<file path="config.mk">
export PLATFORM = sky130hd
export DESIGN_NAME = uio_bus_sequencer
export DESIGN_NICKNAME = d
export VERILOG_FILES = /design/src/rtl/bus_pkg.sv /design/src/rtl/bus_rr_arbiter.sv /design/src/rtl/uio_bus_sequencer.sv
export SDC_FILE = /design/constraint.sdc
export NUM_CORES = 1
export LEC_CHECK = 0
export BUFFER_PORTS_ARGS = -buffer_cell sky130_fd_sc_hd__buf_2
export CORE_MARGIN = 2
export CORE_UTILIZATION = 44
export CTS_BUF_LIST = sky130_fd_sc_hd__clkbuf_16
export CTS_CLUSTER_SIZE = 16
export DETAILED_ROUTE_END_ITERATION = 10
export PLACE_DENSITY_LB_ADDON = 0.05
export SLEW_MARGIN = 20
export SYNTH_ARGS = -nofsm -noshare
export SYNTH_HDL_FRONTEND = slang
export SYNTH_SLANG_ARGS = --single-unit
</file>
<file path="constraint.sdc">
create_clock -name clk -period 1.8 [get_ports clk]
set_clock_uncertainty 0.1 [all_clocks]
set_input_delay 0.27 -clock clk [delete_from_list [all_inputs] [get_ports clk]]
set_output_delay 0.27 -clock clk [all_outputs]
set_load 0.05 [all_outputs]
</file>
<file path="src/rtl/bus_pkg.sv">
// Shared widths and phase encoding for the uio external bus sequencer.
package bus_pkg;
  localparam int ADDR_W = 12;
  localparam int DATA_W = 4;
  localparam int UIO_W  = 8;

  typedef enum logic [1:0] {
    PH_IDLE    = 2'd0,
    PH_ADDR_HI = 2'd1,
    PH_ACCESS  = 2'd2,
    PH_TURN    = 2'd3
  } phase_e;
endpackage

</file>
<file path="src/rtl/bus_rr_arbiter.sv">
// Two-port arbiter: round-robin or fixed priority (port 0), grants only while enabled.
module bus_rr_arbiter #(
  parameter bit RR_EN = 1'b1
) (
  input  logic       clk,
  input  logic       rst,
  input  logic [1:0] req,
  input  logic       en,
  output logic [1:0] gnt,
  output logic       last
);
  // last = 1 means port 1 was granted most recently
  always_comb begin
    gnt = 2'b00;
    if (en) begin
      if (req == 2'b11) gnt = (RR_EN && !last) ? 2'b10 : 2'b01;
      else              gnt = req;
    end
  end

  always_ff @(posedge clk) begin
    if (rst)       last <= 1'b1;
    else if (|gnt) last <= gnt[1];
  end
endmodule

</file>
<file path="src/rtl/uio_bus_sequencer.sv">
// Multiplexes 12-bit address / 4-bit data transactions from two requesters
// onto the shared uio pin bank: ADDR_HI, ACCESS (WAIT_CYCLES+1), TURN.
module uio_bus_sequencer
  import bus_pkg::*;
#(
  parameter int WAIT_CYCLES = 0,
  parameter int RR_EN       = 1
) (
  input  logic              clk,
  input  logic              rst,
  input  logic              req0,
  input  logic              we0,
  input  logic [ADDR_W-1:0] addr0,
  input  logic [DATA_W-1:0] wdata0,
  output logic              done0,
  input  logic              req1,
  input  logic              we1,
  input  logic [ADDR_W-1:0] addr1,
  input  logic [DATA_W-1:0] wdata1,
  output logic              done1,
  output logic [DATA_W-1:0] rdata,
  output logic              busy,
  input  logic [UIO_W-1:0]  uio_in,
  output logic [UIO_W-1:0]  uio_out,
  output logic [UIO_W-1:0]  uio_oe,
  output logic [1:0]        mem_ph,
  output logic              mem_we
);
  localparam logic [3:0] WAIT_INIT = 4'(WAIT_CYCLES);

  phase_e            state;
  logic              sel;
  logic              we_q;
  logic [ADDR_W-1:0] addr_q;
  logic [DATA_W-1:0] wdata_q;
  logic [3:0]        cnt;
  logic [1:0]        gnt;
  logic              last_unused;
  logic              uio_in_unused;

  assign uio_in_unused = ^uio_in[7:4];

  bus_rr_arbiter #(.RR_EN(RR_EN != 0)) u_arb (
    .clk  (clk),
    .rst  (rst),
    .req  ({req1, req0}),
    .en   (state == PH_IDLE),
    .gnt  (gnt),
    .last (last_unused)
  );

  assign mem_ph = state;
  assign busy   = (state != PH_IDLE);

  always_ff @(posedge clk) begin
    if (rst) begin
      state   <= PH_IDLE;
      uio_out <= '0;
      uio_oe  <= '0;
      mem_we  <= 1'b0;
      done0   <= 1'b0;
      done1   <= 1'b0;
      rdata   <= '0;
      sel     <= 1'b0;
      we_q    <= 1'b0;
      addr_q  <= '0;
      wdata_q <= '0;
      cnt     <= '0;
    end else begin
      done0 <= 1'b0;
      done1 <= 1'b0;
      case (state)
        PH_IDLE: begin
          uio_out <= '0;
          uio_oe  <= '0;
          mem_we  <= 1'b0;
          if (|gnt) begin
            sel     <= gnt[1];
            we_q    <= gnt[1] ? we1 : we0;
            addr_q  <= gnt[1] ? addr1 : addr0;
            wdata_q <= gnt[1] ? wdata1 : wdata0;
            uio_out <= gnt[1] ? addr1[11:4] : addr0[11:4];
            uio_oe  <= '1;
            state   <= PH_ADDR_HI;
          end
        end
        PH_ADDR_HI: begin
          // read keeps the low nibble undriven so uio_in can be sampled
          uio_out <= {addr_q[3:0], (we_q ? wdata_q : 4'h0)};
          uio_oe  <= {4'hF, {4{we_q}}};
          mem_we  <= we_q;
          cnt     <= WAIT_INIT;
          state   <= PH_ACCESS;
        end
        PH_ACCESS: begin
          if (cnt == 4'd0) begin
            if (!we_q) rdata <= uio_in[3:0];
            uio_out <= '0;
            uio_oe  <= '0;
            mem_we  <= 1'b0;
            done0   <= !sel;
            done1   <= sel;
            state   <= PH_TURN;
          end else begin
            cnt <= cnt - 4'd1;
          end
        end
        PH_TURN: begin
          state <= PH_IDLE;
        end
        default: state <= PH_IDLE;
      endcase
    end
  end
endmodule
</file>
Word-level counts from Yosys, hierarchy flattened
Index checks and enable logic that the tools add are counted.

word-level totals
  register bits after elaboration = 40
  latch bits = 0
  RAM bits = 0
  memory bits (read-only) = 0
  input port bits = 46
  output and inout bits = 26
  logic and storage cells = 57
  memories kept = 0

operators by class
  add/subtract/negate cells = 1
  multiply operators = 0
  div/mod/pow operators = 0
  order comparisons = 0
  eq/ne operators = 7
  shift-type cells = 0
  mux-type cells = 20
  bitwise logic cells = 3
  reductions and logical operators = 13

operators by type and width
  cell                   number
  $pmux W8 S3            2
  $mux W8                4
  $mux W4                4
  $mux W2                5
  $pmux W2 S4            1
  $pmux W4 S2            1
  $reduce_and A2 Y1      4
  $eq A2 B2 Y1 const B   3
  $ne A2 B2 Y1 const B   3
  $logic_not A4 Y1       1
  $reduce_bool A2 Y1     2
  $sub A4 B1 Y4 const B  1
  $not A1 Y1             3
  $pmux W1 S3            1
  $reduce_and A3 Y1      1
  $reduce_bool A3 Y1     1
  $reduce_or A3 Y1       1
  $eq A2 B1 Y1 const B   1
  $logic_not A2 Y1       1
  $mux W1                2
  $reduce_or A2 Y1       1
  $logic_not A1 Y1       1

Longest topological paths before layout
Gate-level depths: netlist of run 1.

  word-level depth = 6
  gate-level depth with buffers = 8
  mapped depth without buffers = 6

By module
From an unflattened synthesis of run 1, not the netlist that was laid out.

second synthesis, totals
  cells, all modules = 209
  area, all modules = 1876.8 sq um

modules (own cells, without submodules)
  module             instances  cells each  area each (sq um)  seq. area each (sq um)
  uio_bus_sequencer  1          201         1818.0             660.6
  bus_rr_arbiter     1          8           58.8               20.0

Worst setup path after synthesis of run 1
Ideal clock, no wire load.

  kind = register to register
  start point = register state[0], in the netlist mem_ph[0]
  end point = register uio_out[1]
  setup time = 0.088 ns
  arrival time = 1.997 ns
  required time = 1.612 ns
  setup slack = -0.385 ns
  cell stages (with the launch flop) = 9
  buffers on the path = 2
  clock period less this slack = 2.185 ns
  cell sequence = dfxtp_1 inv_1 ha_1 and2_1 buf_2 buf_4 a21boi_0 o211ai_1 a311oi_2

between the ends
  word-level cells in the longest chain between the ends = 5
  elaborated cells on any way between the ends = 11
  classes of those cells = 3 x eq/ne; 4 x mux; 4 x reduce/logical

ends and longest elaborated chain
  element                                             line                                              RTL
  start: declaration                                  uio_bus_sequencer.sv:31                           phase_e state;
  start signal: assignment                            uio_bus_sequencer.sv:57                           state <= PH_IDLE;
  start signal: assignment                            uio_bus_sequencer.sv:84                           state <= PH_ADDR_HI;
  start signal: assignment                            uio_bus_sequencer.sv:93                           state <= PH_ACCESS;
  $logic_not A2 Y1                                    uio_bus_sequencer.sv:47, uio_bus_sequencer.sv:72
  $mux W2                                             bus_rr_arbiter.sv:15                              if (en) begin
  $mux W8 / $reduce_or A2 Y1 (equally long branches)  uio_bus_sequencer.sv:82, uio_bus_sequencer.sv:77
  $mux W8                                             uio_bus_sequencer.sv:77                           if (|gnt) begin
  $pmux W8 S3                                         uio_bus_sequencer.sv:72                           case (state)
  end signal: assignment                              uio_bus_sequencer.sv:82                           uio_out <= gnt[1] ? addr1[11:4] : addr0[11:4];
  end signal: assignment                              uio_bus_sequencer.sv:89                           uio_out <= {addr_q[3:0], (we_q ? wdata_q : 4'h0)};
  end: declaration                                    uio_bus_sequencer.sv:24                           output logic [UIO_W-1:0] uio_out,

Several ways; a longest one is shown, not always the timed one.
A chain may end at the register's enable or synchronous reset.

Final worst setup path of run 1
  start point = register cnt[0]
  end point = register uio_out[0]

between the ends
  word-level cells in the longest chain between the ends = 3

ends and longest elaborated chain
  element                             line                      RTL
  start: declaration                  uio_bus_sequencer.sv:36   logic [3:0] cnt;
  start signal: assignment            uio_bus_sequencer.sv:105  cnt <= cnt - 4'd1;
  $logic_not A4 Y1                    uio_bus_sequencer.sv:96   if (cnt == 4'd0) begin
  $ne A2 B2 Y1 (no source line)       --
  $reduce_and A2 Y1 (no source line)  --

No other way between the ends.

==> results of run 1 <==
synthesized netlist by cell type (all sizes together), types with 2 or more instances:
library cell	count
nand2	12
a21oi	15
buf	14
clkbuf	7
dfxtp	34
nand3	2
mux2i	15
nor3	3
a211oi	3
ha	6
a311oi	17
o21ai	4
a21boi	8
inv	9
nand2b	2
nor2	18
and3	9
and2	3
o211ai	9
stage by stage:
step / hold WS (ps) / utilization / std cells
global placement: 358 / 0.564 / 315
finish: 142 / 0.648 / 336
global route: 155 / 0.648 / 336
CTS: 142 / 0.639 / 336
floorplan: 315 / - / 204
detailed placement: 371 / 0.564 / 315
state kept, by name, indices dropped and copies added, names as in the netlist:
register    flops
addr_q          4
cnt             4
done0           1
done1           1
mem_ph          2
mem_we          1
rdata           4
sel             1
u_arb.last      1
uio_oe          2
uio_out         8
wdata_q         4
we_q            1
timing repair:
| item | CTS | global route |
|---|---|---|
| hold buffers | 0 | 0 |
| pin swaps | 3 | 14 |
| endpoints found under the setup margin | 8 | 27 |
| hold endpoints to repair | 0 | 0 |
| setup buffers | 11 | 2 |
| cloned | 2 | 2 |
| resized for setup | 7 | 20 |
cell type report:
type                            count  area (sq um)  area share
Sequential cell                    34           689       0.264
Multi-Input combinational cell    140          1110       0.426
Tap cell                           50          62.6      0.0240
Timing Repair Buffer               94           572       0.219
Clock buffer                        5           125      0.0479
Inverter                           10          37.5      0.0144
Clock inverter                      3          11.3     0.00431
logic make-up (layout without fill, tap and decap cells):
kind of cell,count (synthesis),in the layout,share of synthesized area
compound gates,62,63,0.268
xor+xnor,1,1,0.00473
fa+ha+maj,6,6,0.0405
buf+inv,31,112,0.0872
flops,34,34,0.368
mux,15,15,0.0811
simple gates,55,55,0.151
report_power, final:
group | internal, mW | switching [mW] | leakage [nW]
combinational | 0.797 | 1.46 | 0.888
sequential | 0.997 | 0.150 | 0.280
clock | 0.497 | 0.295 | 0.0663
total | 2.29 | 1.90 | 1.23
worst max-delay path, delay by kind of cell (launching register included):
kind	cells	cell delay, ps
compound gates	2	430
simple gates	2	450
flops	1	330
fa+ha+maj	1	130
buf+inv	2	240
layer usage:
layer  wire (um)  GRT usage  share of wire
met1        2150      0.261           0.45
met2        2320      0.361           0.49
met3         227     0.0471          0.048
met4          41     0.0662         0.0086
met5           0          0              0
final timing paths:
check	cells after the start	slack [ps]	startpoint	endpoint
setup / recovery	7	40	cnt[0]$_SDFFE_PP0P_	uio_out[0]$_SDFFE_PP0P_
hold reg to reg	1	380	sel$_SDFFE_PP0P_	done0$_SDFF_PP0_
hold / removal	3	140	uio_in[3]	rdata[3]$_SDFFE_PP0P_
setup reg to reg	7	40	cnt[0]$_SDFFE_PP0P_	uio_out[0]$_SDFFE_PP0P_
==> flow_summary.ini, run 1 <==
[power]
power_density_nw_per_um2 = 1610
vdd_drop_max_v = 0.000746
power_mw = 4.19
p_leak_nw = 1.23

[setup_path]
path_max_fanout = 6
required_ps = 1880
slowest_stage = or3b_4
worstPathArrival_ps = 1840
crit_path_max_incr_delay_ps = 400
path_cells = inv_2, ha_4, or3b_4, a21oi_4, buf_6, nor2_1, a311oi_1
end_kind = flip-flop
start_kind = flip-flop
path_class = reg2reg

[placement]
gp_congestion = 0.780
io_buffers = 67
placed_area_sq_um = 2270
place_ws_ps = -29.6
hpwl_um = 3160

[floorplan]
die-area_sq_um = 4740
io_pins = 72
placementRows = 23
die_h_um = 68.9
dieWidth_um = 68.9
core-area_sq_um = 4030
start_util = 0.460

[route]
vias_per_cell = 5.23
drc_errors = 0
firstDrtPassIters = 4
finalWirelength_um = 4740
dr_total_vias = 1758
wl_per_cell_um = 14.1
drtIter0Drc = 84
final_antenna_net_count = 0

[grt]
grt_start_max_net_pins = 29
antenna_found_initial = 0
grt_usage = 0.210
grt_pass1_vias = 1561
overflow = 0
grt_pass1_wl_um = 7270

[clock_network]
cts_root_buf = clkbuf_16
cts_tree = done
clockBufferDepth = 2
clk_pin_slew_ps = 50
h-tree-depth = 2
insertion_delay_ps = 270
cts_made_buffers = 5
cts_sinks = 34

[sta]
finalCriticalPeriod_ps = 1760
finalSetupTns_ps = 0
slew_headroom = 0.632
setup_viol = 0
rsz0062_at_grt = yes
fmax_mhz = 568
worstMarginPinSlew_ps = 552
finalWorstSetupSlack_ps = 40.8
finalMaxSlewViolations = 0
fin_crit_sh = 0.977
final_hold_viol_count = 0

[logic_synthesis]
synthesis.nets = 256
synth_top_area_share = 0.368
syn_area_per_cell_sq_um = 9.08
synth_area_leader_cell = dfxtp_1
synthArstFlopShare = 0
ys_ff_latch = 34
ys_top_cells_by_area = dfxtp_1 (37%), mux2i_1 (8.1%), a311oi_2 (5.7%)
synth_cells = 204
synth.distinct_cells = 40
ys_warn_count = 0
seq_area_frac_synth = 0.368
syn-cell-area_sq_um = 1850
ys.flop_type = dfxtp_1
synth-edff-count = 0

[final_layout]
final_nets = 337
antenna_cells = 0
syn2layout_area_growth_pct = 41.0
fillers = 343
mostFrequentLayoutCell = buf_2
final_cell_mix = buf_2 (68), dfxtp_1 (31), buf_4 (21)
finalInstanceArea_sq_um = 2610
layout-drive-gt1-share = 0.458

[status]
status = finished, final reports clean

[run]
maxCapViolCount = 0

[worst_hold_path]
min_path_type = in2reg
No activity file was read; power rests on OpenSTA's default activity.
==> run 2, diff against run 1 <==
--- a/config.mk
+++ b/config.mk
@@ -11,6 +11,7 @@
 export CTS_BUF_LIST = sky130_fd_sc_hd__clkbuf_16
 export CTS_CLUSTER_SIZE = 16
 export DETAILED_ROUTE_END_ITERATION = 10
+export GPL_TIMING_DRIVEN = 0
 export PLACE_DENSITY_LB_ADDON = 0.05
 export SLEW_MARGIN = 20
 export SYNTH_ARGS = -nofsm -noshare
==> run 2 against run 1 <==
Routed wire length is 7.4% higher. Clock-buffer cell count stayed put. Global-route usage is 0.89 points higher. Highest routed layer unchanged. Hold slack worse by 9.5 ps.
==> flow_summary.ini, run 2 (synthesis gave the netlist of run 1 again) <==
[final_layout]
mostFrequentLayoutCell = buf_2
final_cell_mix = buf_2 (67), dfxtp_1 (30), mux2i_1 (15), nor2_1 (15)
layout-drive-gt1-share = 0.444
largest_register = uio_out
final_nets = 338
largest_reg_flops = 8
postLayoutCoreUtil = 0.654
multi_input_area_sq_um = 1130
fillers = 352
syn2layout_area_growth_pct = 42.2
regArea_sq_um = 691
antenna_cells = 0

[clock_network]
clk_pin_slew_ps = 50
cts_made_buffers = 5
h-tree-depth = 2
cts_sinks = 34
insertion_delay_ps = 280
ctsHoldBuffers = 0
cts_root_buf = clkbuf_16
cts_tree = done
clockBufferDepth = 2

[setup_path]
rrSetupSlack_ps = 50
start_kind = flip-flop
r2r.worst_path.cells = 8
required_ps = 1830
worstPathArrival_ps = 1780
worst_r2r_endpoint = uio_out[2]$_SDFFE_PP0P_
path_class = reg2reg
r2r-start = mem_ph[1]$_SDFFE_PP0P_
end_kind = flip-flop
path_max_fanout = 7

[grt]
grt_start_max_net_pins = 12
overflow = 0
grt_usage = 0.219
grt_pass1_wl_um = 7560
grt_pass1_vias = 1568
antenna_found_initial = 0

[sta]
fmax_mhz = 572
finalWorstSetupSlack_ps = 51.5
worstMarginPinSlew_ps = 646
final_hold_viol_count = 0
fin_crit_sh = 0.971
finalCriticalPeriod_ps = 1750
rsz0062_at_grt = yes
slew_headroom = 0.569
finalMaxSlewViolations = 0
setup_viol = 0

[worst_hold_path]
holdPathEnd = rdata[2]$_SDFFE_PP0P_
holdPathStages = 3
min_path_type = in2reg
worstHoldStart = uio_in[2]

[placement]
io_buffers = 66
place_ws_ps = -190
hpwl_um = 3470
gp_congestion = 0.819

[route]
finalWirelength_um = 5090
wl_per_cell_um = 15.2
vias_per_cell = 5.45
drtIter0Drc = 54
dr_total_vias = 1830
firstDrtPassIters = 4
drc_errors = 0
final_antenna_net_count = 0

[floorplan]
dieWidth_um = 68.9
start_util = 0.460
io_pins = 72
core-area_sq_um = 4030
die-area_sq_um = 4740
placementRows = 23
die_h_um = 68.9

[power]
p_int_mw = 2.36
netSwitchingFraction = 0.455
pwr-share-seq = 0.272
switching_power_mw = 1.97
vdd_drop_max_v = 0.000708
pwr-share-comb = 0.546
p_leak_nw = 1.24
clkPwrFrac = 0.182
power_density_nw_per_um2 = 1640

[status]
status = finished, final reports clean

[run]
maxCapViolCount = 0
run 2: changes by cell type in the layout (fill, tap and decap cells not counted), sizes merged:
cell / before / now
clkinv: 4 / 1
clkbuf: 5 / 13
buf: 94 / 87
inv: 9 / 11
run 2: what timing repair did:
action,CTS,global route
resized for setup,16,23
setup endpoints to repair,22,26
buffers inserted,0,7
cloned,1,2
pin swaps,1,12
run 2: worst max-delay path by stage:
stage	from	endpoint	slack, ps	cells past startpoint
floorplan	mem_ph[0]$_SDFFE_PP0P_	uio_out[1]$_SDFFE_PP0P_	0.9	8
global placement	mem_ph[0]$_SDFFE_PP0P_	uio_out[2]$_SDFFE_PP0P_	-180	8
detailed placement	mem_ph[0]$_SDFFE_PP0P_	uio_out[2]$_SDFFE_PP0P_	-190	8
CTS	mem_ph[0]$_SDFFE_PP0P_	uio_out[2]$_SDFFE_PP0P_	0.9	8
global route	mem_ph[1]$_SDFFE_PP0P_	uio_out[0]$_SDFFE_PP0P_	-40	8
finish	mem_ph[1]$_SDFFE_PP0P_	uio_out[2]$_SDFFE_PP0P_	50	8
run 2: power groups by stage:
stage / sequential (mW) / clock (mW) / combinational (mW)
floorplan: 1.55 / 0 / 1.20
global placement: 1.16 / 0 / 2.04
detailed placement: 1.17 / 0 / 2.05
CTS: 1.16 / 0.790 / 2.16
global route: 1.21 / 0.831 / 2.55
finish: 1.18 / 0.785 / 2.36
run 2: layout make-up:
cell class	count	area share
clock inverters	2	0.00285
well taps	50	0.0238
inverters	10	0.0171
flip-flops and latches	34	0.262
clock buffers	5	0.0475
repair buffers	75	0.159
plain buffers	20	0.0589
multi-input cells	140	0.429
run 2: worst max-delay path, cell delays in order (launching register included):
cell and delay (ps):
dfxtp_4 390, inv_4 50, ha_4 150, and2_4 140, buf_8 140, buf_4 140
and3_1 160, o211ai_1 220, a311oi_2 120
run 2: metrics by stage:
stage / hold WS [ps] / cells / power (mW) / instance area (sq um) / TNS, ps
after floorplan: 315 / 204 / 2.75 / 1870 / 0
after global placement: 358 / 320 / 3.20 / 2260 / -1710
after detailed placement: 370 / 320 / 3.22 / 2260 / -1770
after CTS: 136 / 328 / 4.11 / 2470 / 0
after global routing: 155 / 336 / 4.60 / 2630 / -235
final: 132 / 336 / 4.33 / 2630 / 0
run 2: routing by layer:
layer / GRT usage / vias up / wire (um)
li1: - / 915 / -
met1: 0.286 / 833 / 2230
met2: 0.363 / 75 / 2410
met3: 0.0422 / 7 / 378
met4: 0.0735 / 0 / 75
met5: 0 / - / 0
==> run 3, diff against run 2 <==
==> constraint.sdc (replaced) <==
create_clock -name clk -period 1.8 [get_ports clk]
set_clock_uncertainty 0.1 [all_clocks]
set_input_delay 0.27 -clock clk [delete_from_list [all_inputs] [get_ports clk]]
set_output_delay 0.27 -clock clk [all_outputs]
set_load 0.01 [all_outputs]
==> run 3 against run 2 <==
Combinational power shrank 22%. Routed wire length shrank 4.9%. Utilization grew 0.25 points. Via count shrank 4.2%. Clock power increased by 2%. Non-clock buffer count increased by 4. Register-to-register slack about the same. Design area up 0.38%. Worst setup slack got worse by 3.3 ps. Maximum frequency shrank 0.19%. First-iteration DRC count up 17%. Largest cell class unchanged. Highest routed layer unchanged.
==> flow_summary.ini, run 3 (synthesis gave the netlist of run 1 again) <==
[power]
power_mw = 3.81
p_leak_nw = 1.26
vdd_drop_max_v = 0.000753
power_density_nw_per_um2 = 1440

[final_layout]
syn2layout_area_growth_pct = 42.8
final_cells = 341
final_cell_mix = buf_2 (67), dfxtp_1 (30), buf_4 (18)
largest_reg_flops = 8
largest_register = uio_out
mostFrequentLayoutCell = buf_2
layout-drive-gt1-share = 0.447
antenna_cells = 0
final_nets = 342

[sta]
finalCriticalPeriod_ps = 1750
finalMaxSlewViolations = 0
slew_headroom = 0.590
finalSetupTns_ps = 0
rsz0062_at_grt = yes
worstMarginPinSlew_ps = 615
setup_viol = 0
fmax_mhz = 571
fin_crit_sh = 0.973
final_hold_viol_count = 0

[setup_path]
rrSetupSlack_ps = 50
r2r.worst_path.cells = 8
required_ps = 1830
path_class = reg2reg
worstPathArrival_ps = 1780
start_kind = flip-flop
path_max_fanout = 8
end_kind = flip-flop

[grt]
grt_pass1_wl_um = 7580
antenna_found_initial = 0
grt_start_max_net_pins = 12
overflow = 0
grt_usage = 0.218
grt_pass1_vias = 1679

[floorplan]
start_util = 0.460
dieWidth_um = 68.9
die_h_um = 68.9
core-area_sq_um = 4030
die-area_sq_um = 4740
placementRows = 23
io_pins = 72

[run]
maxCapViolCount = 0

[status]
status = finished, final reports clean

[route]
drc_errors = 0
dr_total_vias = 1753
drtIter0Drc = 63
finalWirelength_um = 4840
final_antenna_net_count = 0
wl_per_cell_um = 14.2
vias_per_cell = 5.14
firstDrtPassIters = 4

[clock_network]
ctsHoldBuffers = 0
clockBufferDepth = 2
cts_tree = done
cts_root_buf = clkbuf_16
cts_made_buffers = 5
clk_pin_slew_ps = 50
h-tree-depth = 2
cts_sinks = 34
insertion_delay_ps = 270

[placement]
gp_congestion = 0.761
hpwl_um = 3280
dp.cells = 320
io_buffers = 66

[worst_hold_path]
holdPathStages = 3
min_path_type = in2reg
-- run 3: power breakdown --
part / total, mW / internal, mW / switching, mW
sequential: 1.17 / 0.995 / 0.171
clock: 0.797 / 0.499 / 0.298
combinational: 1.85 / 0.879 / 0.966
-- run 3: path summary, 6_finish.rpt --
kind                     startpoint                       to
max          mem_ph[0]$_SDFFE_PP0P_  uio_out[2]$_SDFFE_PP0P_
min                       uio_in[3]    rdata[3]$_SDFFE_PP0P_
max reg2reg  mem_ph[0]$_SDFFE_PP0P_  uio_out[2]$_SDFFE_PP0P_
min reg2reg     mem_we$_SDFFE_PP0P_      mem_we$_SDFFE_PP0P_
-- run 3: critical path, stage by stage, from the launching register on --
cell and delay (ps):
dfxtp_2 350, inv_4 60, ha_4 150, and2_4 150, buf_6 130, buf_4 160, and3_1 160, o211ai_1 220
a311oi_2 130
-- run 3: final cells by class --
cell class              count  area, sq um
multi-input cells         140         1120
plain buffers              21          148
clock inverters             3         12.5
clock buffers               5          125
fillers                   355         1390
inverters                  10         42.5
well taps                  50         62.6
repair buffers             78          444
flip-flops and latches     34          688
-- run 3: per-layer routing --
metal | global-route usage | up-vias | wire, um
li1 | - | 912 | -
met5 | 0 | - | 0
met2 | 0.341 | 50 | 2030
met1 | 0.300 | 784 | 2510
met4 | 0.0809 | 0 | 53
met3 | 0.0357 | 7 | 243
-- run 3: repair_timing --
action                     in CTS  in global routing
setup endpoints to repair      26                 30
gates cloned                    2                  1
setup buffers                   6                  4
resized for setup              25                 22
pin swaps                       7                 13
-- run 3: through the flow --
stage	util	hold WS (ps)	worst slack, ps	area, sq um
6_report	0.656	139	48.3	2640
4_1_cts	0.636	143	1.52	2560
2_1_floorplan	-	315	13.0	1850
3_5_place_dp	0.558	369	-261	2250
5_1_grt	0.656	168	-12.0	2640
3_3_place_gp	0.558	358	-262	2250
